--- config.mk ---
export PLATFORM = sky130hd
export DESIGN_NAME = bitcnt_iter_unit
export DESIGN_NICKNAME = d
export VERILOG_FILES = /design/src/rtl/bitcnt_pkg.sv /design/src/rtl/bitcnt_chunk_count.sv /design/src/rtl/bitcnt_iter_unit.sv
export SDC_FILE = /design/constraint.sdc
export NUM_CORES = 1
export LEC_CHECK = 0
export CAP_MARGIN = 20
export CORE_MARGIN = 2
export CORE_UTILIZATION = 40
export DETAILED_ROUTE_END_ITERATION = 8
export DONT_BUFFER_PORTS = 1
export SYNTH_ARGS = -nofsm -noshare
export SYNTH_HDL_FRONTEND = slang
export SYNTH_SLANG_ARGS = --single-unit
export TNS_END_PERCENT = 1
--- constraint.sdc ---
create_clock -name clk -period 6.4 [get_ports clk]
set_input_delay 1.28 -clock clk [delete_from_list [all_inputs] [get_ports clk]]
set_output_delay 1.28 -clock clk [all_outputs]
set_load 0.02 [all_outputs]
--- src/rtl/bitcnt_pkg.sv ---
// Shared types and helpers for the iterative bit-count unit (clz / ctz / cpop).
// The unit's optional early-exit path is selected by BITCNT_EARLY_EXIT_EN.
package bitcnt_pkg;

   localparam int unsigned MAX_XLEN = 64;

   typedef enum logic [1:0] {
      OP_CLZ  = 2'b00,
      OP_CTZ  = 2'b01,
      OP_CPOP = 2'b10,
      OP_RSVD = 2'b11
   } bitcnt_op_e;

   typedef enum logic [1:0] {
      IDLE,
      BUSY,
      DONE
   } bitcnt_state_e;

   // Reverses the low 'width' bits of v; bits at and above 'width' come back zero.
   function automatic logic [MAX_XLEN-1:0] bit_reverse(input logic [MAX_XLEN-1:0] v,
                                                       input int unsigned       width);
      logic [MAX_XLEN-1:0] r;
      r = '0;
      for (int unsigned i = 0; i < MAX_XLEN; i++) begin
         if (i < width) r[i] = v[width-1-i];
      end
      return r;
   endfunction

endpackage

--- src/rtl/bitcnt_chunk_count.sv ---
// Combinational per-chunk counter: leading zeros, population count and nonzero flag.
module chunk_count #(
   parameter int CHUNK = 8,
   localparam int CW   = $clog2(CHUNK + 1)
) (
   input  logic [CHUNK-1:0] chunk,
   output logic [CW-1:0]    lz,
   output logic [CW-1:0]    popcount,
   output logic             nonzero
);

   logic seen;

   // NOTE: every variable written here gets a default first, so no path leaves it unassigned (no latch).
   always_comb begin
      lz       = '0;
      popcount = '0;
      seen     = 1'b0;
      for (int i = CHUNK - 1; i >= 0; i--) begin
         if (chunk[i]) begin
            seen     = 1'b1;
            popcount = popcount + CW'(1);
         end else if (!seen) begin
            lz = lz + CW'(1);
         end
      end
   end

   assign nonzero = |chunk;

endmodule

--- src/rtl/bitcnt_iter_unit.sv ---
// Multi-cycle clz/ctz/cpop unit, CHUNK bits per cycle, valid/ready on both sides with flush.
// Define BITCNT_EARLY_EXIT_EN to let clz/ctz finish on the first nonzero chunk.
module bitcnt_iter_unit
   import bitcnt_pkg::*;
#(
   parameter int XLEN  = 32,
   parameter int CHUNK = 8
) (
   input  logic            clk,
   input  logic            rst_n,
   input  logic            flush,
   input  logic            in_valid,
   output logic            in_ready,
   input  logic [1:0]      in_op,
   input  logic [XLEN-1:0] in_a,
   output logic            out_valid,
   input  logic            out_ready,
   output logic [XLEN-1:0] out_result
);

   localparam int N_ITER = XLEN / CHUNK;
   localparam int AW     = $clog2(XLEN + 1);
   localparam int CW     = $clog2(CHUNK + 1);
   localparam int IW     = (N_ITER > 1) ? $clog2(N_ITER) : 1;

   if ((XLEN % CHUNK) != 0 || CHUNK < 1 || CHUNK > XLEN || (CHUNK & (CHUNK - 1)) != 0
       || XLEN > MAX_XLEN) begin : g_bad_params
      $error("bitcnt_iter_unit: XLEN must be a multiple of a power-of-two CHUNK, XLEN <= MAX_XLEN");
   end

   bitcnt_state_e   state, state_n;
   bitcnt_op_e      op, op_n;
   logic [XLEN-1:0] sreg, sreg_n;
   logic [AW-1:0]   acc, acc_n;
   logic [IW-1:0]   iter, iter_n;
   logic            found, found_n;
   logic            out_valid_n;
   logic [XLEN-1:0] out_result_n;

   logic [CW-1:0]   lz, pop;
   logic            nz;
   logic            accept;
   logic            finish;
   logic            early;

   chunk_count #(.CHUNK(CHUNK)) u_chunk (
      .chunk    (sreg[XLEN-1 -: CHUNK]),
      .lz       (lz),
      .popcount (pop),
      .nonzero  (nz)
   );

   assign in_ready = (state == IDLE) || (state == DONE && out_ready);
   assign accept   = in_valid && in_ready && !flush;

   always_comb begin
      state_n      = state;
      op_n         = op;
      sreg_n       = sreg;
      acc_n        = acc;
      iter_n       = iter;
      found_n      = found;
      out_valid_n  = out_valid;
      out_result_n = out_result;
      finish       = 1'b0;
      early        = 1'b0;

      case (state)
         BUSY: begin
            unique case (op)
               OP_CLZ, OP_CTZ: begin
                  // An all-zero chunk reports lz == CHUNK, so one add covers both cases.
                  if (!found) acc_n = acc + AW'(lz);
                  found_n = found | nz;
`ifdef BITCNT_EARLY_EXIT_EN
                  early = !found && nz;
`endif
               end
               OP_CPOP: acc_n = acc + AW'(pop);
               OP_RSVD: acc_n = '0;
            endcase
            sreg_n = sreg << CHUNK;
            iter_n = iter + IW'(1);
            finish = (iter == IW'(N_ITER - 1)) || (op == OP_RSVD) || early;
            if (finish) begin
               state_n      = DONE;
               out_valid_n  = 1'b1;
               out_result_n = XLEN'(acc_n);
            end
         end
         DONE: begin
            if (out_ready) begin
               state_n     = IDLE;
               out_valid_n = 1'b0;
            end
         end
         default: ;
      endcase

      // ctz is a clz of the bit-reversed operand.
      if (accept) begin
         state_n = BUSY;
         op_n    = bitcnt_op_e'(in_op);
         sreg_n  = (bitcnt_op_e'(in_op) == OP_CTZ)
                   ? XLEN'(bit_reverse(MAX_XLEN'(in_a), XLEN)) : in_a;
         acc_n   = '0;
         iter_n  = '0;
         found_n = 1'b0;
      end

      if (flush) begin
         state_n     = IDLE;
         out_valid_n = 1'b0;
      end
   end

   // NOTE: state registers use non-blocking assignments so every flop samples pre-edge values.
   always_ff @(posedge clk or negedge rst_n) begin
      if (!rst_n) begin
         state      <= IDLE;
         op         <= OP_CLZ;
         sreg       <= '0;
         acc        <= '0;
         iter       <= '0;
         found      <= 1'b0;
         out_valid  <= 1'b0;
         out_result <= '0;
      end else begin
         state      <= state_n;
         op         <= op_n;
         sreg       <= sreg_n;
         acc        <= acc_n;
         iter       <= iter_n;
         found      <= found_n;
         out_valid  <= out_valid_n;
         out_result <= out_result_n;
      end
   end

endmodule

==> qor.yml, run 1 <==
outcome:
  status: "finished clean"
clock_tree:
  cts_resized: 0
  clk_latency_ns: 0.31
  cts_made_buffers: 5
  cts_root_buf: "clkbuf_8"
  cts_tree: "built"
  htree_num_levels: 2
  postCtsSetupRepairBufs: 0
  cts_sinks: 52
  clkSlewWorstSetupHoldPaths_ns: 0.10
  cts_hold_buf: 0
  cts.path.max_buffers: 2
synth:
  yosysMostFrequentCell: "nand2_1"
  netlist_area_um2: 4280
  synth_edf_count: 0
  async_flop_share: 1.00
  synth_area_leaders: "dfrtp_1 (30%), ha_1 (7.6%), nand2_1 (7.4%), buf_4 (4.9%), nor2b_1 (4.4%)"
  yosysWarnings: 0
  synthCells: 511
  synth-seq-area-share: 0.304
  synth_commonest_cells: "nand2_1 (85), dfrtp_1 (52), nor2b_1 (30)"
  avgSynthCellArea_um2: 8.38
  synthDominantCellAreaShare: 0.304
  synthFlopType: "dfrtp_1"
  ys_types: 58
  ys_ff_latch: 52
  yosysTopAreaCell: "dfrtp_1"
floorplanning:
  ios: 73
  initial_utilization: 0.413
  die_area_um2: 11600
  core_area_um2: 10400
  die_y_um: 107
  rows: 37
  die_w_um: 107
sta:
  maxSlewHeadroom: 0.571
  rsz0062_at_grt: "false"
  period_needed_ns: 5.60
  max_freq_ghz: 0.179
  worst_pin_slew_ns: 0.639
  fin_crit_sh: 0.875
  final-hold-violation-count: 0
  fin_hold_ws_ns: 0.515
  setup_viol: 0
  slew_violations: 0
  fin_worst_skew_ns: 0.00588
  totalNegativeSetupSlack_ns: 0
global_route:
  met3_usage: 0.0303
  grtUsageTotal: 0.163
  antenna_found_initial: 0
  busiest_layer: "met2"
  grt_pass1_vias: 3188
  grt-ovfl-total: 0
  grt_max_degree: 64
  grt_pass1_wl_mm: 15.3
  met2_usage: 0.253
  met1_usage: 0.230
cells_and_area:
  nets: 558
  num_antenna_cells: 0
  area_growth_pct: 3.42
  drive_gt1_frac: 0.0610
worst_setup_path:
  end_kind: "register"
  ff2ff_path_depth: 27
  critPathRequiredTime_ns: 6.65
  path_common_cell: "ha_1"
  cp.arrival_ns: 5.84
  critPathSlowestCell: "dfrtp_1"
  startpoint_type: "register"
  cp_max_fo: 6
  slowest_delay_ns: 0.41
  worst-setup-path-type: "register to register"
place:
  port_buffers: 0
  dp_hpwl_mm: 6.61
  place_congestion: 0.821
hold_path:
  min_path_type: "register to register"
  hold_depth: 2
route:
  avgRoutedWirePerCell_um: 14.4
  num_vias: 3403
  drt-initial-drc-count: 144
  drc_errors: 0
  final_antenna_net_count: 0
  detail_route.first_pass.iterations: 4
  routed_wl_mm: 9.05
  viasPerCell: 5.42
flow_run:
  maxCapViolations: 0
==> final timing paths <==
kind	end	slack (ns)	from
worst max-delay path	acc[4]$_DFFE_PN0P_	0.80	sreg[30]$_DFFE_PN0P_
worst min-delay path	sreg[2]$_DFFE_PN0P_	0.51	sreg[2]$_DFFE_PN0P_
worst max register to register	acc[4]$_DFFE_PN0P_	0.80	sreg[30]$_DFFE_PN0P_
worst min register to register	sreg[2]$_DFFE_PN0P_	0.51	sreg[2]$_DFFE_PN0P_
max in group asynchronous	sreg[27]$_DFFE_PN0P_	5.65	rst_n
min in group asynchronous	iter[0]$_DFFE_PN0P_	0.65	rst_n
==> cell usage in the layout (no fill, tap or decap), drive strengths merged, types with 2 or more instances in the layout <==
cell and n:
nand2 85, dfrtp 52, nor2b 30, o21ai 29
a31oi 28, conb 26, inv 26, ha 26
a211oi 24, xnor2 21, nor2 20, a21oi 17
mux2i 13, nand3 11, clkbuf 7, o211a 6
nor3 5, o211ai 5, nand2b 4, mux2 4
o31ai 4, xor2 4, buf 4, o22ai 3
a21o 3, o221ai 2, nor4b 2, and2 2
or2 2, o31a 2, xnor3 2, fa 2
==> metrics by stage <==
step,utilization,instances,area (um^2),setup WS [ns]
3_3_place_gp,0.410,618,4260,1.01
5_1_grt,0.427,628,4430,0.263
2_1_floorplan,-,536,4380,1.30
6_report,0.427,628,4430,0.803
3_5_place_dp,0.413,619,4280,0.822
4_1_cts,0.425,627,4410,0.791
==> registers in the layout (all words and copies together), names as in the netlist <==
register,cells
found,1
state,2
op,2
acc,6
out_result,6
out_valid,1
iter,2
sreg,32
==> critical path, delay by kind of cell (launching register included) <==
kind | cells | cell delay (ns)
and+or+nand+nor | 5 | 0.61
adders and majority gates | 7 | 2.31
DFF | 1 | 0.41
xor gates and xnor gates | 1 | 0.29
muxes | 1 | 0.27
buffers and inverters | 4 | 0.35
AOI/OAI and AO/OA | 9 | 1.29
==> logic make-up after synthesis <==
| kind of cell | synth area share |
|---|---|
| mux | 0.0409 |
| other cells | 0.000876 |
| flops | 0.304 |
| fa+ha+maj | 0.0853 |
| compound gates | 0.211 |
| xor+xnor | 0.0739 |
| simple gates | 0.187 |
| buf+inv | 0.0976 |
==> area by class of cell <==
class	count	area [um^2]
fill	1042	5940
multi-input combinational	401	2670
sequential	52	1300
tap	136	170
inverter	27	101
clock buffer	7	96.3
timing repair buffer	4	62.6
clock inverter	1	30.0
==> per-layer routing <==
metal	part of all wire	routed length (um)	vias to the layer above
met2	0.46	4160	90
met1	0.47	4290	1603
met4	0.019	171	0
met5	0	0	-
li1	-	-	1695
met3	0.047	426	15
Power of run 1 is not shown: default switching activity piles up to over one toggle a cycle in this logic, so the estimate is an artifact.
==> run 2, diff against run 1 <==
Settings changed: REMOVE_ABC_BUFFERS set to 1.
==> qor.yml, run 2 (same netlist as run 1, synthesis figures left out) <==
outcome:
  status: "finished clean"
worst_setup_path:
  crit_family: "adder cells"
  critPathRequiredTime_ns: 6.65
  r2r_slack_ns: 0.70
  rr_startpoint: "sreg[30]$_DFFE_PN0P_"
  rr_endpoint: "acc[4]$_DFFE_PN0P_"
  end_kind: "register"
  slowest_delay_ns: 0.43
  critPathSlowestCell: "dfrtp_1"
  ff2ff_path_depth: 27
  cp_max_fo: 6
  cp.arrival_ns: 5.94
  startpoint_type: "register"
  path_buf_inv: 4
  worst-setup-path-type: "register to register"
  path_common_cell: "ha_1"
cells_and_area:
  regArea_um2: 1300
  nets: 558
  top_regs: "sreg x32, acc x6, out_result x6"
  fill_cells: 1042
  num_antenna_cells: 0
  multi_input_area_um2: 2670
  drive_gt1_frac: 0.0610
  largest_reg_flops: 32
  final_common_cell: "nand2_1"
  area_growth_pct: 2.34
  final_cell_mix: "nand2_1 (85), dfrtp_1 (52), nor2b_1 (29), o21ai_0 (29), a31oi_1 (28)"
  regMostFlops: "sreg"
global_route:
  grtUsageTotal: 0.173
  antenna_found_initial: 0
  grt_pass1_wl_mm: 16.1
  grt-ovfl-total: 0
  grt_pass1_vias: 3275
  grt_max_degree: 63
sta:
  fin_worst_skew_ns: 0.00981
  worst_pin_slew_ns: 0.621
  fin_hold_ws_ns: 0.519
  rsz0062_at_grt: "false"
  totalNegativeSetupSlack_ns: 0
  period_needed_ns: 5.70
  setup_viol: 0
  max_freq_ghz: 0.176
  maxSlewHeadroom: 0.586
  fin_crit_sh: 0.890
  final-hold-violation-count: 0
  slew_violations: 0
hold_path:
  min_from: "sreg[6]$_DFFE_PN0P_"
  hold_depth: 2
  holdPathEnd: "sreg[6]$_DFFE_PN0P_"
  min_path_type: "register to register"
clock_tree:
  clk_latency_ns: 0.32
  cts_tree: "built"
  cts_made_buffers: 5
  clkSlewWorstSetupHoldPaths_ns: 0.10
  postCtsSetupRepairBufs: 0
  cts_resized: 0
  htree_num_levels: 2
  cts_root_buf: "clkbuf_8"
  cts_hold_buf: 0
  cts.path.max_buffers: 2
  cts_sinks: 52
floorplanning:
  initial_utilization: 0.413
  die_w_um: 107
  ios: 73
  die_y_um: 107
  die_area_um2: 11600
  core_area_um2: 10400
  rows: 37
place:
  port_buffers: 0
  place_congestion: 0.845
  dp_hpwl_mm: 6.56
route:
  num_vias: 3374
  routed_wl_mm: 9.27
  detail_route.first_pass.iterations: 5
  drt-initial-drc-count: 209
  drc_errors: 0
  viasPerCell: 5.37
  avgRoutedWirePerCell_um: 14.8
  final_antenna_net_count: 0
flow_run:
  maxCapViolations: 0
==> run 2: per-stage QoR <==
step	utilization	setup WS, ns	instances	instance area [um^2]
finish	0.423	0.704	628	4380
CTS	0.420	0.689	626	4350
global placement	0.411	0.960	618	4260
detailed placement	0.411	0.747	618	4260
global route	0.423	0.122	628	4380
floorplan	-	1.22	480	4060
==> run 2: layer usage <==
layer | GRT usage | wire length, um
met1 | 0.244 | 4480
met4 | 0.0522 | 128
met5 | 0 | 0
met2 | 0.274 | 4290
met3 | 0.0236 | 375
==> run 2: how the worst max path moves through the flow <==
stage	end	depth (start not counted)	start
6_report	acc[4]$_DFFE_PN0P_	27	sreg[30]$_DFFE_PN0P_
5_1_grt	acc[4]$_DFFE_PN0P_	27	sreg[30]$_DFFE_PN0P_
4_1_cts	acc[4]$_DFFE_PN0P_	27	sreg[30]$_DFFE_PN0P_
3_5_place_dp	acc[4]$_DFFE_PN0P_	27	sreg[30]$_DFFE_PN0P_
3_3_place_gp	acc[4]$_DFFE_PN0P_	27	sreg[30]$_DFFE_PN0P_
2_1_floorplan	acc[4]$_DFFE_PN0P_	27	sreg[30]$_DFFE_PN0P_
==> run 2: tightest hold or removal path: cells and delay by family (launching register included) <==
kind               cells  cell delay, ns
DFF                    1            0.36
and+or+nand+nor        1            0.06
AOI/OAI and AO/OA      1            0.06
==> run 2: area by class of cell <==
type,count,share of cell area
flip-flops and latches,52,0.297
well taps,136,0.0388
clock buffers,7,0.0197
clock inverters,1,0.00171
inverters,27,0.0231
repair buffers,4,0.0106
multi-input cells,401,0.609
Power of run 2 is left out for the same reason.
==> run 3, diff against run 2 <==
Settings changed: CORE_MARGIN 2 to not set.
==> qor.yml, run 3 (same netlist as run 1, synthesis figures left out) <==
place:
  dp_hpwl_mm: 6.49
  place_congestion: 0.841
  pre_cts_ws_ns: 0.774
  port_buffers: 0
hold_path:
  hold_depth: 2
  min_from: "sreg[6]$_DFFE_PN0P_"
  holdPathEnd: "sreg[6]$_DFFE_PN0P_"
  min_path_type: "register to register"
cells_and_area:
  drive_gt1_frac: 0.0571
  top_regs: "sreg x32, acc x6, out_result x6"
  largest_reg_flops: 32
  area_growth_pct: 1.69
  regMostFlops: "sreg"
  num_antenna_cells: 0
  final_cell_mix: "nand2_1 (85), dfrtp_1 (52), nor2b_1 (29), o21ai_0 (29), a31oi_1 (28)"
  nets: 557
  final_common_cell: "nand2_1"
  fill_cells: 1050
worst_setup_path:
  r2r_slack_ns: 0.81
  cp.depth: 27
  rr_endpoint: "acc[4]$_DFFE_PN0P_"
  rr_startpoint: "sreg[30]$_DFFE_PN0P_"
  critPathRequiredTime_ns: 6.64
  startpoint: "sreg[30]$_DFFE_PN0P_"
  cp.arrival_ns: 5.84
  critPathSlowestCell: "dfrtp_1"
  path_common_cell: "ha_1"
  crit_family: "adder cells"
  worst-setup-path-type: "register to register"
  cp_max_fo: 6
  slowest_delay_ns: 0.41
  path_buf_inv: 4
  ff2ff_path_depth: 27
  startpoint_type: "register"
  end_kind: "register"
clock_tree:
  clk_latency_ns: 0.31
  cts_hold_buf: 0
  cts_made_buffers: 5
  clkSlewWorstSetupHoldPaths_ns: 0.09
  cts.path.max_buffers: 2
  postCtsSetupRepairBufs: 0
  cts_tree: "built"
  htree_num_levels: 2
  cts_resized: 0
  cts_root_buf: "clkbuf_8"
  cts_sinks: 52
floorplanning:
  initial_utilization: 0.413
  die_w_um: 105
  die_area_um2: 11100
  die_y_um: 105
  ios: 73
  core_area_um2: 10400
  rows: 37
sta:
  fin_crit_sh: 0.874
  period_needed_ns: 5.59
  totalNegativeSetupSlack_ns: 0
  setup_ws_ns: 0.807
  setup_viol: 0
  worst_pin_slew_ns: 1.08
  max_freq_ghz: 0.179
  maxSlewHeadroom: 0.275
  fin_worst_skew_ns: 0.00699
  rsz0062_at_grt: "false"
  slew_violations: 0
  final-hold-violation-count: 0
route:
  drc_errors: 0
  final_antenna_net_count: 0
  viasPerCell: 5.43
  routed_wl_mm: 9.04
  avgRoutedWirePerCell_um: 14.4
  drt-initial-drc-count: 241
  num_vias: 3400
  detail_route.first_pass.iterations: 7
global_route:
  grt_max_degree: 63
  antenna_found_initial: 0
  grt-ovfl-total: 0
  grt_pass1_wl_mm: 15.3
  grtUsageTotal: 0.170
  grt_pass1_vias: 3182
flow_run:
  maxCapViolations: 0
outcome:
  status: "finished clean"
run 3: tightest hold or removal path, cell delays in order, from the launching register on:
cell,delay (ns)
dfrtp_1,0.35
nand3_1,0.06
o21ai_0,0.07
run 3: area by class of cell:
cell class | count | area [um^2] | area share
multi-input cells | 401 | 2670 | 0.613
flip-flops and latches | 52 | 1300 | 0.299
well taps | 136 | 170 | 0.0391
inverters | 27 | 101 | 0.0233
clock buffers | 6 | 72.6 | 0.0167
repair buffers | 3 | 35.0 | 0.00804
clock inverters | 1 | 5.00 | 0.00115
run 3: metrics by stage:
stage               area [um^2]  utilization  cells  hold WS, ns
floorplan                  4060            -    480        0.470
global placement           4260        0.411    618        0.488
detailed placement         4260        0.411    618        0.493
CTS                        4340        0.418    625        0.514
global route               4360        0.420    626        0.544
finish                     4360        0.420    626        0.510
run 3: worst max-delay path by stage:
stage	end	slack (ns)
2_1_floorplan	acc[4]$_DFFE_PN0P_	1.22
3_3_place_gp	acc[4]$_DFFE_PN0P_	0.98
3_5_place_dp	acc[4]$_DFFE_PN0P_	0.77
4_1_cts	acc[4]$_DFFE_PN0P_	0.76
5_1_grt	acc[4]$_DFFE_PN0P_	0.21
6_report	acc[4]$_DFFE_PN0P_	0.81
run 3: routing by layer:
layer,track usage,routed length [um]
met5,0,0
met4,0.0493,126
met3,0.0260,367
met2,0.274,4200
met1,0.236,4350
Power of run 3 is left out for the same reason.
==> RTL edit: new RTL, flow settings as in run 3 <==
Change the parameter `XLEN` from 32 to 16.
--- a/src/rtl/bitcnt_iter_unit.sv
+++ b/src/rtl/bitcnt_iter_unit.sv
@@ -4,5 +4,5 @@
    import bitcnt_pkg::*;
 #(
-   parameter int XLEN  = 32,
+   parameter int XLEN  = 16,
    parameter int CHUNK = 8
 ) (
Ports: changed (resized in_a and out_result); port bits go from 73 to 41. No check against the original RTL was run, so the function may have changed too.
==> RTL edit against run 3 <==
Sequential share of layout area down 3.5 points; cell area down 28%; via count down 32%; area after synthesis down 29%; sequential cell count down 19; global-route usage down 0.85 points; worst setup slack better by 120 ps; routed wire length down 36%; fmax up 2.1%; cell count down 29%; hold slack better by 10 ps; critical path type unchanged.
Power is not shown: default switching activity piles up to over one toggle a cycle in this logic, so the estimate is an artifact.
==> RTL edit: results (changes against run 3) <==
\begin{tabular}{lr}
\hline
Metric & Value \\
\hline
\multicolumn{2}{l}{\textbf{Run status}} \\
Outcome & complete, no violations (unchanged) \\
\multicolumn{2}{l}{\textbf{Logic synthesis}} \\
Cell variety after synth & 50 (was 58) \\
Post-synthesis sequential area ratio & 0.2721 (was 0.3038) \\
Synth Area in Adders & 0.1245 (was 0.08531) \\
Fraction of synthesized cell area in xor and xnor cells & 0.08945 (was 0.07391) \\
Share of the synthesized area in compound gates (AO/OA/AOI/OAI) & 0.1649 (was 0.2106) \\
Per-instance average area after synthesis & 8.479 um\^{}2 (was 8.381 um\^{}2) \\
Synth top area cells & sky130\_fd\_sc\_hd\_\_dfrtp\_1 (27\%), sky130\_fd\_sc\_hd\_\_ha\_1 (11\%), sky130\_fd\_sc\_hd\_\_nand2\_1 (6.1\%), sky130\_fd\_sc\_hd\_\_mux2i\_1 (4.3\%), sky130\_fd\_sc\_hd\_\_xnor2\_1 (3.8\%) (was sky130\_fd\_sc\_hd\_\_dfrtp\_1 (30\%), sky130\_fd\_sc\_hd\_\_ha\_1 (7.6\%), sky130\_fd\_sc\_hd\_\_nand2\_1 (7.4\%), sky130\_fd\_sc\_hd\_\_buf\_4 (4.9\%), sky130\_fd\_sc\_hd\_\_nor2b\_1 (4.4\%)) \\
\multicolumn{2}{l}{\textbf{Layout}} \\
Fraction of layout instances using a drive strength above 1 & 0.06105 (was 0.05714) \\
Post-layout nets & 395 (was 557) \\
Post-route non-filler standard cell count & 443 (was 626) \\
\multicolumn{2}{l}{\textbf{Place}} \\
Routability congestion estimate & 0.8198 (was 0.8412) \\
Standard cell area after detailed placement & 3042 um\^{}2 (was 4258 um\^{}2) \\
\multicolumn{2}{l}{\textbf{Detailed routing}} \\
First drt pass iteration count & 4 (was 7) \\
Drt total wl & 5788 um (was 9039 um) \\
Met3 wire length & 156 um (was 367 um) \\
M1 wire length & 2958 um (was 4345 um) \\
Via total after detailed routing & 2312 (was 3400) \\
\multicolumn{2}{l}{\textbf{STA}} \\
Worst slew margin & 0.5395 (was 0.2747) \\
Clock skew after layout & 4.356 ps (was 6.988 ps) \\
\multicolumn{2}{l}{\textbf{Clock network}} \\
Worst-Skew Late Latency & 290 ps (was 310 ps) \\
Clock input transition at the sequential cells of the worst setup and hold paths & 70 ps (was 90 ps) \\
\multicolumn{2}{l}{\textbf{Global route}} \\
Met1 capacity usage during global routing & 0.2329 (was 0.2364) \\
All-Layer GR Usage & 0.1619 (was 0.1704) \\
Via count of the first global-routing pass & 2199 (was 3182) \\
\multicolumn{2}{l}{\textbf{Worst setup path}} \\
Slowest cell on the critical path & sky130\_fd\_sc\_hd\_\_ha\_1 (was sky130\_fd\_sc\_hd\_\_dfrtp\_1) \\
\hline
\end{tabular}
## RTL edit: area by class of cell
cell class / count / area, um^2
clock buffer: 7 / 76.32
clock inverter: 1 / 7.507
fill: 766 / 4167
inverter: 17 / 63.81
multi-input combinational: 284 / 2013
sequential: 33 / 825.8
tap: 99 / 123.9
timing repair buffer: 2 / 15.01
## RTL edit: path summary, 6_finish.rpt
check | startpoint | endpoint | slack [ps] | cells after the start
setup / recovery | sreg[14] | out_result[4] | 920 | 24
hold / removal | sreg[0] | sreg[0] | 520 | 2
setup reg to reg | sreg[14] | out_result[4] | 920 | 24
hold reg to reg | sreg[0] | sreg[0] | 520 | 2
max in group asynchronous | rst_n | sreg[15] | 5630 | 0
min in group asynchronous | rst_n | acc[2] | 680 | 0
## RTL edit: kinds of logic (layout without fill, tap and decap cells)
kind of cell    Yosys count  in the layout
simple gates            123            123
fa+ha+maj                29             29
mux                      20             20
buf+inv                  51             27
xor+xnor                 26             26
other cells               1             11
flops                    33             33
compound gates           75             75
